<file path="config.mk">
export PLATFORM = sky130hd
export DESIGN_NAME = bip_control_unit_flat
export DESIGN_NICKNAME = d
export VERILOG_FILES = /design/src/rtl/bip_control_unit_pkg.sv /design/src/rtl/bip_control_unit_if.sv /design/src/rtl/bip_control_unit_decoder.sv /design/src/rtl/bip_control_unit.sv /design/src/flat_wrapper.sv
export SDC_FILE = /design/constraint.sdc
export NUM_CORES = 1
export LEC_CHECK = 0
export CAP_MARGIN = 20
export CORE_ASPECT_RATIO = 0.75
export CORE_MARGIN = 3
export CORE_UTILIZATION = 48
export DETAILED_ROUTE_END_ITERATION = 10
export PLACE_DENSITY = 0.89
export SETUP_SLACK_MARGIN = 0.2
export SYNTH_ARGS = -nofsm -noshare
export SYNTH_HDL_FRONTEND = slang
export SYNTH_SLANG_ARGS = --single-unit
export TNS_END_PERCENT = 1
</file>
<file path="constraint.sdc">
create_clock -name clk -period 3.57 [get_ports clk]
set_input_delay 0.8925 -clock clk [delete_from_list [all_inputs] [get_ports clk]]
set_output_delay 0.8925 -clock clk [all_outputs]
set_load 0.01 [all_outputs]
</file>
<file path="src/rtl/bip_control_unit_pkg.sv">
// Shared definitions for the accumulator processor control path:
// opcode values, datapath select encodings, FSM states and decode bundles.
package bip_pkg;

    localparam logic [4:0] OP_HLT  = 5'b00000;
    localparam logic [4:0] OP_STO  = 5'b00001;
    localparam logic [4:0] OP_LD   = 5'b00010;
    localparam logic [4:0] OP_LDI  = 5'b00011;
    localparam logic [4:0] OP_ADD  = 5'b00100;
    localparam logic [4:0] OP_ADDI = 5'b00101;
    localparam logic [4:0] OP_SUB  = 5'b00110;
    localparam logic [4:0] OP_SUBI = 5'b00111;
    localparam logic [4:0] OP_JMP  = 5'b01000;
    localparam logic [4:0] OP_BEQ  = 5'b01001;
    localparam logic [4:0] OP_BNE  = 5'b01010;
    localparam logic [4:0] OP_OUT  = 5'b01011;

    localparam logic [1:0] SELA_RAM     = 2'b00;
    localparam logic [1:0] SELA_OPERAND = 2'b01;
    localparam logic [1:0] SELA_ALU     = 2'b10;
    localparam logic       SELB_RAM     = 1'b0;
    localparam logic       SELB_OPERAND = 1'b1;
    localparam logic       ALU_ADD      = 1'b0;
    localparam logic       ALU_SUB      = 1'b1;

    typedef enum logic [1:0] {
        FETCH     = 2'b00,
        EXEC      = 2'b01,
        WAIT_UART = 2'b10,
        HALT      = 2'b11
    } stateT;

    // Datapath strobes for one instruction, before gating by the FSM
    typedef struct packed {
        logic [1:0] selA;
        logic       selB;
        logic       wrAcc;
        logic       op;
        logic       wrRam;
        logic       rdRam;
    } ctrlT;

    typedef struct packed {
        logic hlt;
        logic jmp;
        logic beq;
        logic bne;
        logic out;
        logic illegal;
    } classT;

endpackage

</file>
<file path="src/rtl/bip_control_unit_if.sv">
// Bus between the control unit (master) and program memory / datapath / UART (slave).
interface bip_control_unit_if #(
    parameter int AB = 11,
    parameter int CW = 16
);
    logic [4:0]    OpCode;
    logic [AB-1:0] Operand;
    logic          acc_zero;
    logic          uart_busy;
    logic [AB-1:0] Addr;
    logic [1:0]    SelA;
    logic          SelB;
    logic          WrAcc;
    logic          Op;
    logic          WrRam;
    logic          RdRam;
    logic          wr_uart;
    logic          halted;
    logic          illegal;
    logic [CW-1:0] instr_cnt;

    modport master (
        input  OpCode, Operand, acc_zero, uart_busy,
        output Addr, SelA, SelB, WrAcc, Op, WrRam, RdRam, wr_uart, halted, illegal, instr_cnt
    );

    modport slave (
        output OpCode, Operand, acc_zero, uart_busy,
        input  Addr, SelA, SelB, WrAcc, Op, WrRam, RdRam, wr_uart, halted, illegal, instr_cnt
    );
endinterface

</file>
<file path="src/rtl/bip_control_unit_decoder.sv">
// Purely combinational opcode decode into datapath strobes and instruction class flags.
module bip_instr_decoder
    import bip_pkg::*;
(
    input  logic [4:0] opCode,
    output ctrlT       ctrl,
    output classT      cls
);
    always_comb begin
        ctrl = '0;
        cls  = '0;
        case (opCode)
            OP_HLT:  cls.hlt = 1'b1;
            OP_STO:  ctrl.wrRam = 1'b1;
            OP_LD:   begin ctrl.rdRam = 1'b1; ctrl.wrAcc = 1'b1; ctrl.selA = SELA_RAM; end
            OP_LDI:  begin ctrl.wrAcc = 1'b1; ctrl.selA = SELA_OPERAND; end
            OP_ADD:  begin ctrl.rdRam = 1'b1; ctrl.wrAcc = 1'b1; ctrl.selA = SELA_ALU; ctrl.selB = SELB_RAM; ctrl.op = ALU_ADD; end
            OP_ADDI: begin ctrl.wrAcc = 1'b1; ctrl.selA = SELA_ALU; ctrl.selB = SELB_OPERAND; ctrl.op = ALU_ADD; end
            OP_SUB:  begin ctrl.rdRam = 1'b1; ctrl.wrAcc = 1'b1; ctrl.selA = SELA_ALU; ctrl.selB = SELB_RAM; ctrl.op = ALU_SUB; end
            OP_SUBI: begin ctrl.wrAcc = 1'b1; ctrl.selA = SELA_ALU; ctrl.selB = SELB_OPERAND; ctrl.op = ALU_SUB; end
            OP_JMP:  cls.jmp = 1'b1;
            OP_BEQ:  cls.beq = 1'b1;
            OP_BNE:  cls.bne = 1'b1;
            OP_OUT:  cls.out = 1'b1;
            default: cls.illegal = 1'b1;
        endcase
    end
endmodule

</file>
<file path="src/rtl/bip_control_unit.sv">
// Fetch/execute control unit: program counter, FSM with configurable
// instruction-memory latency, UART output stall, halt and retired-instruction counter.
module bip_control_unit
    import bip_pkg::*;
#(
    parameter int AB       = 11,
    parameter int IMEM_LAT = 1,
    parameter int CW       = 16
) (
    input logic clk,
    input logic reset,
    bip_control_unit_if.master bus
);
    localparam logic [2:0] LAT_LAST = 3'(IMEM_LAT - 1);

    stateT         state, nextState;
    logic [2:0]    latCnt;
    logic [AB-1:0] pc, nextPc;
    logic [CW-1:0] instrCnt;
    ctrlT          ctrl, ctrlGated;
    classT         cls;
    logic          retire, uartGo, illegalPulse, branchTaken;

    bip_instr_decoder decoder (
        .opCode(bus.OpCode),
        .ctrl  (ctrl),
        .cls   (cls)
    );

    always_ff @(posedge clk or posedge reset) begin
        if (reset) state <= FETCH;
        else       state <= nextState;
    end

    always_comb begin
        nextState = state;
        case (state)
            FETCH:     if (latCnt == LAT_LAST) nextState = EXEC;
            EXEC:      if (cls.hlt) nextState = HALT;
                       else if (cls.out && bus.uart_busy) nextState = WAIT_UART;
                       else nextState = FETCH;
            WAIT_UART: if (!bus.uart_busy) nextState = FETCH;
            HALT:      nextState = HALT;
            default:   nextState = FETCH;
        endcase
    end

    // Strobes exist only in EXEC; the sole exception is the deferred UART write
    always_comb begin
        ctrlGated    = '0;
        uartGo       = 1'b0;
        retire       = 1'b0;
        illegalPulse = 1'b0;
        if (state == EXEC) begin
            ctrlGated    = ctrl;
            illegalPulse = cls.illegal;
            uartGo       = cls.out && !bus.uart_busy;
            retire       = !(cls.out && bus.uart_busy);
        end else if (state == WAIT_UART) begin
            uartGo = !bus.uart_busy;
            retire = !bus.uart_busy;
        end
    end

    always_comb begin
        branchTaken = cls.jmp || (cls.beq && bus.acc_zero) || (cls.bne && !bus.acc_zero);
        nextPc      = pc;
        if (state == EXEC) begin
            if (branchTaken) nextPc = bus.Operand;
            else if (!cls.hlt && !(cls.out && bus.uart_busy)) nextPc = pc + AB'(1);
        end else if (state == WAIT_UART && !bus.uart_busy) begin
            nextPc = pc + AB'(1);
        end
    end

    always_ff @(posedge clk or posedge reset) begin
        if (reset) pc <= '0;
        else       pc <= nextPc;
    end

    // Memory wait counter; rearmed on every entry to FETCH
    always_ff @(posedge clk or posedge reset) begin
        if (reset)                  latCnt <= '0;
        else if (state != FETCH)    latCnt <= '0;
        else if (latCnt == LAT_LAST) latCnt <= '0;
        else                        latCnt <= latCnt + 3'd1;
    end

    always_ff @(posedge clk or posedge reset) begin
        if (reset)                          instrCnt <= '0;
        else if (retire && instrCnt != '1)  instrCnt <= instrCnt + CW'(1);
    end

    assign bus.Addr      = pc;
    assign bus.SelA      = ctrlGated.selA;
    assign bus.SelB      = ctrlGated.selB;
    assign bus.WrAcc     = ctrlGated.wrAcc;
    assign bus.Op        = ctrlGated.op;
    assign bus.WrRam     = ctrlGated.wrRam;
    assign bus.RdRam     = ctrlGated.rdRam;
    assign bus.wr_uart   = uartGo;
    assign bus.halted    = (state == HALT);
    assign bus.illegal   = illegalPulse;
    assign bus.instr_cnt = instrCnt;
endmodule

</file>
<file path="src/flat_wrapper.sv">
// flat-port wrapper written by rule: the top's interface ports become plain ports
module bip_control_unit_flat import bip_pkg::*;
#(
    parameter int AB       = 11,
    parameter int IMEM_LAT = 1,
    parameter int CW       = 16
)
  (clk, reset, bus_OpCode, bus_Operand, bus_acc_zero, bus_uart_busy, bus_Addr, bus_SelA, bus_SelB, bus_WrAcc, bus_Op, bus_WrRam, bus_RdRam, bus_wr_uart, bus_halted, bus_illegal, bus_instr_cnt);
  bip_control_unit_if #(.AB(AB), .CW(CW)) bus_i ();
  input logic clk;
  input logic reset;
  input wire logic [$bits(bus_i.OpCode)-1:0] bus_OpCode;
  input wire logic [$bits(bus_i.Operand)-1:0] bus_Operand;
  input wire logic [$bits(bus_i.acc_zero)-1:0] bus_acc_zero;
  input wire logic [$bits(bus_i.uart_busy)-1:0] bus_uart_busy;
  output wire logic [$bits(bus_i.Addr)-1:0] bus_Addr;
  output wire logic [$bits(bus_i.SelA)-1:0] bus_SelA;
  output wire logic [$bits(bus_i.SelB)-1:0] bus_SelB;
  output wire logic [$bits(bus_i.WrAcc)-1:0] bus_WrAcc;
  output wire logic [$bits(bus_i.Op)-1:0] bus_Op;
  output wire logic [$bits(bus_i.WrRam)-1:0] bus_WrRam;
  output wire logic [$bits(bus_i.RdRam)-1:0] bus_RdRam;
  output wire logic [$bits(bus_i.wr_uart)-1:0] bus_wr_uart;
  output wire logic [$bits(bus_i.halted)-1:0] bus_halted;
  output wire logic [$bits(bus_i.illegal)-1:0] bus_illegal;
  output wire logic [$bits(bus_i.instr_cnt)-1:0] bus_instr_cnt;
  assign bus_i.OpCode = bus_OpCode;
  assign bus_i.Operand = bus_Operand;
  assign bus_i.acc_zero = bus_acc_zero;
  assign bus_i.uart_busy = bus_uart_busy;
  assign bus_Addr = bus_i.Addr;
  assign bus_SelA = bus_i.SelA;
  assign bus_SelB = bus_i.SelB;
  assign bus_WrAcc = bus_i.WrAcc;
  assign bus_Op = bus_i.Op;
  assign bus_WrRam = bus_i.WrRam;
  assign bus_RdRam = bus_i.RdRam;
  assign bus_wr_uart = bus_i.wr_uart;
  assign bus_halted = bus_i.halted;
  assign bus_illegal = bus_i.illegal;
  assign bus_instr_cnt = bus_i.instr_cnt;
  bip_control_unit #(.AB(AB), .IMEM_LAT(IMEM_LAT), .CW(CW)) u_core (.clk(clk), .reset(reset), .bus(bus_i));
endmodule
</file>
# Word level (Yosys, flattened, before mapping)
# Index checks and enable logic that the tools add are counted.
[totals]
word_cells = 79
input_bits = 20
out_inout_bits = 37
register_bits = 32
[classes]
reduce_logical = 26
eq_ne = 18
n_addsub = 3
n_mux = 28
[op_table]
columns = ["cell", "n"]
rows = [
  ["$mux 11", 4],
  ["$eq 5x3->1 const B", 4],
  ["$eq 5x4->1 const B", 4],
  ["$add 16x1->16 const B", 1],
  ["$ne 16x16->1 const B", 1],
  ["$mux 1", 15],
  ["$reduce_or 12->1", 1],
  ["$add 11x1->11 const B", 1],
  ["$eq 5x2->1 const B", 2],
  ["$mux 2", 4],
  ["$pmux 2 s4", 1],
  ["$logic_and 1x1->1", 7],
  ["$mux 7", 1],
  ["$mux 3", 2],
  ["$reduce_or 6->1", 1],
  ["$eq 5x1->1 const B", 1],
  ["$logic_not 5->1", 1],
  ["$eq 2x2->1 const B", 2],
  ["$logic_not 1->1", 4],
  ["$pmux 2 s2", 1],
  ["$reduce_and 2->1", 2],
  ["$reduce_bool 2->1", 2],
  ["$reduce_or 2->1", 2],
  ["$reduce_or 4->1", 1],
  ["other kinds (9)", 10],
]

# Longest topological paths before layout
# Gate-level depths: netlist (run 1).
[depth]
ltp_word = 8
depth_mapped = 7

# Hierarchy
# Synthesis (run 1) repeated with hierarchy kept, for this count alone.
[unflattened]
hier_cells = 192
area_unflattened_um2 = 1919.3
[by_module_without_submodules]
columns = ["mod", "seq_area_each_um2", "cells_each", "n_inst", "area_per_inst_um2"]
rows = [
  ["bip_control_unit", 800.8, 174, 1, 1771.7],
  ["bip_instr_decoder", 0.0, 18, 1, 147.6],
]

# Worst setup path after synthesis (run 1)
# Ideal clock, no wire load.
[synth_timing]
path_type = "input to output"
start = "input bus_OpCode[4]"
end = "output bus_WrRam"
required_ps = 2678
t_arrival_ps = 1566
n_path_buf = 0
setup_slack_ps = 1111
cell_stages = 2
path_cell_list = "nor3_1 > nor4bb_1"
[synth_via]
elab_chain_len = 3
[synth_rtl]
columns = ["item", "line_no", "text"]
rows = [
  ["start: declaration", "flat_wrapper.sv:12", "input wire logic [$bits(bus_i.OpCode)-1:0] bus_OpCode;"],
  ["$eq 5x1->1", "bip_control_unit_decoder.sv:12", "case (opCode)"],
  ["$mux 1", "bip_control_unit_decoder.sv:12", ""],
  ["$mux 7", "bip_control_unit.sv:54", "if (state == EXEC) begin"],
  ["end: declaration", "flat_wrapper.sv:21", "output wire logic [$bits(bus_i.WrRam)-1:0] bus_WrRam;"],
]
# No other way between the ends.

# Worst setup path after layout (run 1)
[layout_timing]
start = "input bus_OpCode[1]"
end = "output bus_wr_uart"
[layout_via]
elab_chain_len = 4
[layout_rtl]
columns = ["item", "line_no", "text"]
rows = [
  ["$eq 5x4->1", "bip_control_unit_decoder.sv:12", ""],
  ["$mux 1", "bip_control_unit_decoder.sv:12", ""],
  ["$logic_and 1x1->1", "bip_control_unit.sv:57", "uartGo = cls.out && !bus.uart_busy;"],
  ["$mux 1", "bip_control_unit.sv:54", ""],
  ["end: declaration", "flat_wrapper.sv:23", "output wire logic [$bits(bus_i.wr_uart)-1:0] bus_wr_uart;"],
]
# No other way between the ends.

==> impl_metrics.env, run 1 <==
export IMPL_fin_nets=288
export IMPL_finalClockSkew_ns=0.007385
export IMPL_synth_seq_area_share=0.4197
export IMPL_place_area_sq_um=2534
export IMPL_placementRows=19
export IMPL_start_util=0.5112
export IMPL_antenna_found_initial=0
export IMPL_ff2ff_setup_slack_ns=1.56
export IMPL_synth_cell_types=47
export IMPL_multiInputGateArea_sq_um=1047
export IMPL_setup_violations_final=0
export IMPL_hold_violations=0
export IMPL_crit_path_top_delay_cell="clkdlybuf4s50_1"
export IMPL_synth_top_area_share=0.4197
export IMPL_drv_cap=0
export IMPL_yosys_warnings=0
export IMPL_cts_buffers=5
export IMPL_vias_per_cell=5.593
export IMPL_critPathLaunch="bus_OpCode[1]"
export IMPL_boundaryPins=57
export IMPL_max_freq_ghz=0.3014
export IMPL_setup_slack_ns=0.2525
export IMPL_synth_area_sq_um=1908
export IMPL_fin_setup_tns_ns=0
export IMPL_regArea_sq_um=800.8
export IMPL_worstPathCellList="clkdlybuf4s50_1 > and3b_1 > nand3_1 > a21oi_1 > clkdlybuf4s50_1"
export IMPL_cts_hold_buf=0
export IMPL_tightest_slew_ns=0.4094
export IMPL_dr_wl_met2_microns=2146
export IMPL_drtAntennaViolNets=0
export IMPL_slew_headroom=0.7265
export IMPL_startpoint_type="input port"
export IMPL_path_max_fanout=3
export IMPL_synth_fp_nets=226
export IMPL_clk_path_buf_depth=2
export IMPL_crit_end="bus_wr_uart"
export IMPL_tritoncts="yes"
export IMPL_wl_per_cell_microns=14.64
export IMPL_cts_htree_levels=2
export IMPL_hp_class="flop to flop"
export IMPL_antenna_cells=0
export IMPL_highest_layer="met4"
export IMPL_run_status="complete, no violations"
export IMPL_drt_wl_total_microns=4641
export IMPL_io_buffers=56
export IMPL_die_width_microns=78.80
export IMPL_reg2reg_from="u_core.state[0]"
export IMPL_syn_inst=202
export IMPL_power_density_nw_per_um2=649.3
export IMPL_fp_dieH_microns=60.60
export IMPL_rr_worst_depth=5
export IMPL_nFillCells=285
export IMPL_pre_cts_slack_ns=0.1456
export IMPL_critical_path_required_ns=2.68
export IMPL_place_gp_congestion=0.7674
export IMPL_grt_pass1_vias=1613
export IMPL_vias=1773
export IMPL_synth_avg_cell_area_sq_um=9.446
export IMPL_clk_pin_slew_ns=0.06
export IMPL_whs_ns=0.4871
export IMPL_clk_latency_ns=0.29
export IMPL_endpoint_kind="primary output"
export IMPL_critPathMostFrequentCell="clkdlybuf4s50_1"
export IMPL_syn2layout_area_growth_pct=38.89
export IMPL_cpPeakStageDelay_ns=0.56
export IMPL_ys_seq_elements=32
export IMPL_peakVddDrop_uv=499.2
export IMPL_post_cts_buffers=0
export IMPL_drtIter0Drc=123
export IMPL_worst_ep_arrival_time_ns=2.43
export IMPL_coreArea_sq_um=3732
export IMPL_cts_sinks=32
export IMPL_min_period_ns=3.318
export IMPL_rsz0062_at_grt="true"
export IMPL_ys_top_cells_by_area="dfrtp_1, nand3_1, xor2_1, nor2_1, o22a_1"
export IMPL_report_final_slew_viol_count=0
export IMPL_track_usage=0.2023
export IMPL_dr_pass1_iters=4
export IMPL_grt_start_max_net_pins=33
export IMPL_wl_met1_microns=2145
export IMPL_wl_met3_microns=257
export IMPL_yosysTopAreaCell="dfrtp_1"
export IMPL_grt_pass1_wl_microns=7548
export IMPL_r2r_end="u_core.bus.instr_cnt[12]"
export IMPL_ctsRootBufferMaster="clkbuf_8"
export IMPL_stdcell_area_sq_um=2650
export IMPL_fin_crit_sh=0.9293
export IMPL_critical_path_class="input port to primary output"
export IMPL_hpwl_microns=3299
export IMPL_grt_overflow_total=0
export IMPL_drc_errors=0
export IMPL_final_util=0.7100
export IMPL_drive_above_1_share=0.09057
export IMPL_p_leak_nw=1.110
export IMPL_die_area_sq_um=4775
[timing repair]
action,4_1_cts,5_1_grt
endpoints found under the hold margin,0,0
setup endpoints to repair,3,5
gates resized for setup,2,2
[state kept, by name, summed over array words and instances (netlist names)]
| name | flops |
|---|---|
| u_core.bus.Addr | 11 |
| u_core.bus.instr_cnt | 16 |
| u_core.latCnt | 3 |
| u_core.state | 2 |
[logic make-up after synthesis]
group,Yosys count,synth area share
xor gates and xnor gates,16,0.07345
adders and majority gates,4,0.02623
buffers and inverters,13,0.03540
DFF,32,0.4197
muxes,6,0.03475
and+or+nand+nor,93,0.2702
AOI/OAI and AO/OA,38,0.1403
[cells in the mapped netlist, drive strengths merged]
library cell  instances
a2111oi               1
a21oi                12
a22oi                 1
a311oi                1
a31oi                 6
and2                  7
and3                  8
and3b                 1
and4                  2
buf                   5
clkbuf                2
dfrtp                32
ha                    4
inv                   6
mux2                  2
mux2i                 4
nand2                12
nand2b                2
nand3                21
nand3b                2
nand4                 3
nor2                 17
nor2b                 3
nor3                  8
nor3b                 1
nor4                  2
nor4b                 2
nor4bb                1
o211ai                1
o21a                  1
o21ai                 4
o221a                 1
o22a                  7
o22ai                 1
o311ai                1
o31a                  1
or4                   1
xnor2                 7
xor2                  9
[worst max-delay path: cells and delay by family]
kind                   cells  cell delay [ns]
buffers and inverters      2             1.04
and+or+nand+nor            2             0.29
AOI/OAI and AO/OA          1             0.19
[worst min-delay path by stage]
| stage | depth (start not counted) | to | start | slack, ns |
|---|---|---|---|---|
| final | 1 | u_core.latCnt[0] | u_core.latCnt[0] | 0.49 |
| after global routing | 1 | u_core.bus.instr_cnt[15] | u_core.bus.instr_cnt[15] | 0.52 |
| after CTS | 1 | u_core.latCnt[0] | u_core.latCnt[0] | 0.49 |
| after detailed placement | 1 | u_core.latCnt[0] | u_core.latCnt[0] | 0.47 |
| after global placement | 1 | u_core.bus.instr_cnt[13] | u_core.bus.instr_cnt[13] | 0.47 |
| after floorplan | 1 | u_core.latCnt[0] | u_core.latCnt[0] | 0.45 |
[metal layers]
layer,vias up,track usage
li1,860,-
met1,833,0.2728
met2,70,0.3192
met3,10,0.04896
met4,0,0.08229
met5,-,0
[per-stage QoR]
step                      total power [mW]  std cells
after floorplan                      1.043        202
after global placement               1.347        309
after detailed placement             1.377        309
after CTS                            1.728        317
after global routing                 1.831        317
final                                1.721        317
[cells in the final DEF (no fill, tap or decap), types with 2 or more instances in the layout]
master | synthesis | layout
mux2i_1 | 4 | 4
xnor2_1 | 7 | 7
nor3_1 | 8 | 7
clkbuf_8 | 0 | 5
o21ai_0 | 4 | 4
clkdlybuf4s50_1 | 0 | 54
o22a_1 | 7 | 7
nand2_1 | 12 | 12
nand4_1 | 3 | 3
nand3_1 | 21 | 21
nand3b_1 | 2 | 2
and4_1 | 2 | 2
inv_1 | 6 | 6
and3_1 | 8 | 8
a21oi_1 | 12 | 12
xor2_1 | 9 | 9
and2_0 | 2 | 2
ha_1 | 4 | 4
and2_1 | 5 | 5
nand2b_1 | 2 | 2
a31oi_1 | 5 | 5
nor2_1 | 17 | 16
buf_4 | 2 | 6
dfrtp_1 | 32 | 32
nor2b_1 | 3 | 3
[layout make-up]
| cell class | count | share of cell area |
|---|---|---|
| Clock buffer | 6 | 0.02738 |
| Tap cell | 52 | 0.02455 |
| Multi-Input combinational cell | 157 | 0.3952 |
| Inverter | 6 | 0.008499 |
| Timing Repair Buffer | 62 | 0.2290 |
| Clock inverter | 2 | 0.01322 |
| Sequential cell | 32 | 0.3022 |
[report_power, final]
part / total [mW] / leakage, nW / switching [mW] / internal [mW]
combinational: 0.761 / 0.655 / 0.353 / 0.408
sequential: 0.623 / 0.400 / 0.155 / 0.468
clock: 0.336 / 0.0552 / 0.129 / 0.207
total: 1.72 / 1.11 / 0.638 / 1.08
(Power assumes the default switching activity.)
==> inputs of run 2 (changes only) <==
--- a/config.mk
+++ b/config.mk
@@ -10,6 +10,7 @@
 export CORE_MARGIN = 3
 export CORE_UTILIZATION = 48
 export DETAILED_ROUTE_END_ITERATION = 10
+export HOLD_SLACK_MARGIN = 0.02
 export PLACE_DENSITY = 0.89
 export SETUP_SLACK_MARGIN = 0.2
 export SYNTH_ARGS = -nofsm -noshare
==> results of run 2 <==
Final layout, timing and power as in run 1 (identical DEF).
==> inputs of run 3 (changes only) <==
--- a/config.mk
+++ b/config.mk
@@ -8,10 +8,11 @@
 export CAP_MARGIN = 20
 export CORE_ASPECT_RATIO = 0.75
 export CORE_MARGIN = 3
-export CORE_UTILIZATION = 48
+export CORE_UTILIZATION = 51
+export CTS_CLUSTER_DIAMETER = 40
 export DETAILED_ROUTE_END_ITERATION = 10
 export HOLD_SLACK_MARGIN = 0.02
-export PLACE_DENSITY = 0.89
+export PLACE_DENSITY = 0.94
 export SETUP_SLACK_MARGIN = 0.2
 export SYNTH_ARGS = -nofsm -noshare
 export SYNTH_HDL_FRONTEND = slang
==> run 3 against run 2 <==
Effect of this change: first-iteration DRC count is 64% higher; register-to-register slack got worse by 0.06 ns; die area shrank 5.4%; combinational power hardly changed; sequential power is essentially flat; worst setup slack worse by 0.054 ns; power is 0.83% higher; clock-buffer cell count unchanged; core utilization increased by 5.9 points; final cell count decreased by 0.63%; final area barely moved; clock skew fell by 0.0030 ns; critical path type unchanged; critical endpoint unchanged; largest cell class unchanged.
==> impl_metrics.env, run 3 (synthesized netlist as in run 1, its figures left out) <==
export IMPL_vias=1774
export IMPL_die_width_microns=76.63
export IMPL_hpwl_microns=3430
export IMPL_syn2layout_area_growth_pct=38.95
export IMPL_grt_pass1_vias=1729
export IMPL_hold_depth=1
export IMPL_reg2reg_from="u_core.state[0]"
export IMPL_start_util=0.5537
export IMPL_fin_setup_tns_ns=0
export IMPL_coreArea_sq_um=3446
export IMPL_wl_per_cell_microns=15.55
export IMPL_hold_violations=0
export IMPL_whs_endpoint="u_core.latCnt[0]"
export IMPL_endpoint_kind="primary output"
export IMPL_tightest_slew_ns=0.4586
export IMPL_setup_slack_ns=0.1980
export IMPL_placed_cells=307
export IMPL_dr_pass1_iters=4
export IMPL_grt_met1_usage=0.3087
export IMPL_min_period_ns=3.372
export IMPL_io_buffers=56
export IMPL_drt_wl_total_microns=4899
export IMPL_place_gp_congestion=0.8365
export IMPL_p_sw_uw=651.8
export IMPL_internal_power_mw=1.083
export IMPL_antenna_found_initial=0
export IMPL_antenna_cells=0
export IMPL_r2r_end="u_core.bus.instr_cnt[12]"
export IMPL_clk_pin_slew_ns=0.07
export IMPL_mostFrequentLayoutCells="clkdlybuf4s50_1, dfrtp_1, nand3_1"
export IMPL_post_cts_buffers=0
export IMPL_clk_path_buf_depth=2
export IMPL_die_area_sq_um=4519
export IMPL_tritoncts="yes"
export IMPL_drc_errors=0
export IMPL_drtAntennaViolNets=0
export IMPL_final_common_cell="clkdlybuf4s50_1"
export IMPL_rr_worst_depth=5
export IMPL_seqPwrFrac=0.361
export IMPL_grt_util_met2=0.3592
export IMPL_worstHoldStart="u_core.latCnt[0]"
export IMPL_grt_overflow_total=0
export IMPL_clkPwrFrac=0.200
export IMPL_pre_cts_slack_ns=0.1375
export IMPL_ff2ff_setup_slack_ns=1.50
export IMPL_critical_path_class="input port to primary output"
export IMPL_grt_busiest_layer="met2"
export IMPL_largest_register_ffs=16
export IMPL_peakVddDrop_uv=468.4
export IMPL_path_max_fanout=6
export IMPL_fp_dieH_microns=58.97
export IMPL_fin_cells=315
export IMPL_p_leak_nw=1.119
export IMPL_use_met3=0.08511
export IMPL_vias_per_cell=5.632
export IMPL_placementRows=18
export IMPL_startpoint_type="input port"
export IMPL_finalClockSkew_ns=0.004372
export IMPL_grt_start_max_net_pins=33
export IMPL_worst_ep_arrival_time_ns=2.48
export IMPL_cts_htree_levels=2
export IMPL_report_final_slew_viol_count=0
export IMPL_final_util=0.7694
export IMPL_rsz0062_at_grt="true"
export IMPL_ctsRootBufferMaster="clkbuf_8"
export IMPL_run_status="complete, no violations"
export IMPL_boundaryPins=57
export IMPL_fin_crit_sh=0.9445
export IMPL_drv_cap=0
export IMPL_slew_headroom=0.6938
export IMPL_drive_above_1_share=0.09057
export IMPL_max_freq_ghz=0.2966
export IMPL_setup_violations_final=0
export IMPL_track_usage=0.2321
export IMPL_hp_class="flop to flop"
export IMPL_p_sw_frac=0.3757
export IMPL_cts_sinks=32
export IMPL_grt_pass1_wl_microns=8224
export IMPL_combPwrFrac=0.440
export IMPL_clk_latency_ns=0.29
export IMPL_drtIter0Drc=202
export IMPL_power_density_nw_per_um2=654.4
export IMPL_cts_hold_buf=0
export IMPL_fin_nets=288
export IMPL_critical_path_required_ns=2.68
export IMPL_cts_buffers=5
run 3: changes by cell type in the layout (fill, tap and decap cells not counted):
cell      previous run  this run
nor4bb_2             0         1
nor2_2               1         0
nor2_1              16        17
nor4bb_1             1         0
run 3: layout make-up:
cell class              instances  area (sq um)
clock buffers                   6         72.57
well taps                      50         62.56
clock inverters                 2         35.03
flip-flops and latches         32         800.8
fillers                       244         794.5
inverters                       6         22.52
multi-input cells             157          1051
repair buffers                 62         606.8
run 3: how the worst max path moves through the flow:
stage	to	slack [ns]	start	depth (start not counted)
5_1_grt	bus_SelB	0.13	bus_OpCode[4]	5
2_1_floorplan	bus_WrRam	1.11	bus_OpCode[4]	2
3_3_place_gp	bus_WrRam	0.21	bus_OpCode[4]	4
4_1_cts	bus_WrRam	0.18	bus_OpCode[4]	4
6_report	bus_wr_uart	0.20	bus_OpCode[4]	5
3_5_place_dp	bus_WrRam	0.14	bus_OpCode[4]	4
run 3: metrics by stage:
| step | power, mW | instance area [sq um] | hold WS (ns) |
|---|---|---|---|
| finish | 1.735 | 2651 | 0.4917 |
| global route | 1.859 | 2651 | 0.5143 |
| CTS | 1.733 | 2643 | 0.4904 |
| global placement | 1.346 | 2531 | 0.4735 |
| floorplan | 1.043 | 1908 | 0.4468 |
| detailed placement | 1.380 | 2531 | 0.4759 |
run 3: repair_timing:
action / CTS / global route
gates resized for setup: 2 / 2
pin swaps: 0 / 0
hold endpoints to repair: 0 / 0
setup endpoints to repair: 3 / 5
run 3: power by group through the flow:
stage | clock network, mW | registers, mW | logic [mW]
2_1_floorplan | 0 | 0.621 | 0.422
5_1_grt | 0.370 | 0.650 | 0.839
4_1_cts | 0.347 | 0.622 | 0.764
3_5_place_dp | 0 | 0.625 | 0.755
3_3_place_gp | 0 | 0.622 | 0.725
6_report | 0.346 | 0.626 | 0.763
run 3: metal layers:
layer / up-vias / part of all wire / routed length [microns]
met5: - / 0 / 0
met1: 822 / 0.46 / 2249
li1: 866 / - / -
met4: 0 / 0.011 / 56
met3: 9 / 0.083 / 408
met2: 77 / 0.45 / 2184
run 3: worst max-delay path, cell delays in order:
cell             delay [ns]
clkdlybuf4s50_1        0.52
nor2b_1                0.19
nand3_1                0.10
a21oi_1                0.19
clkdlybuf4s50_1        0.58
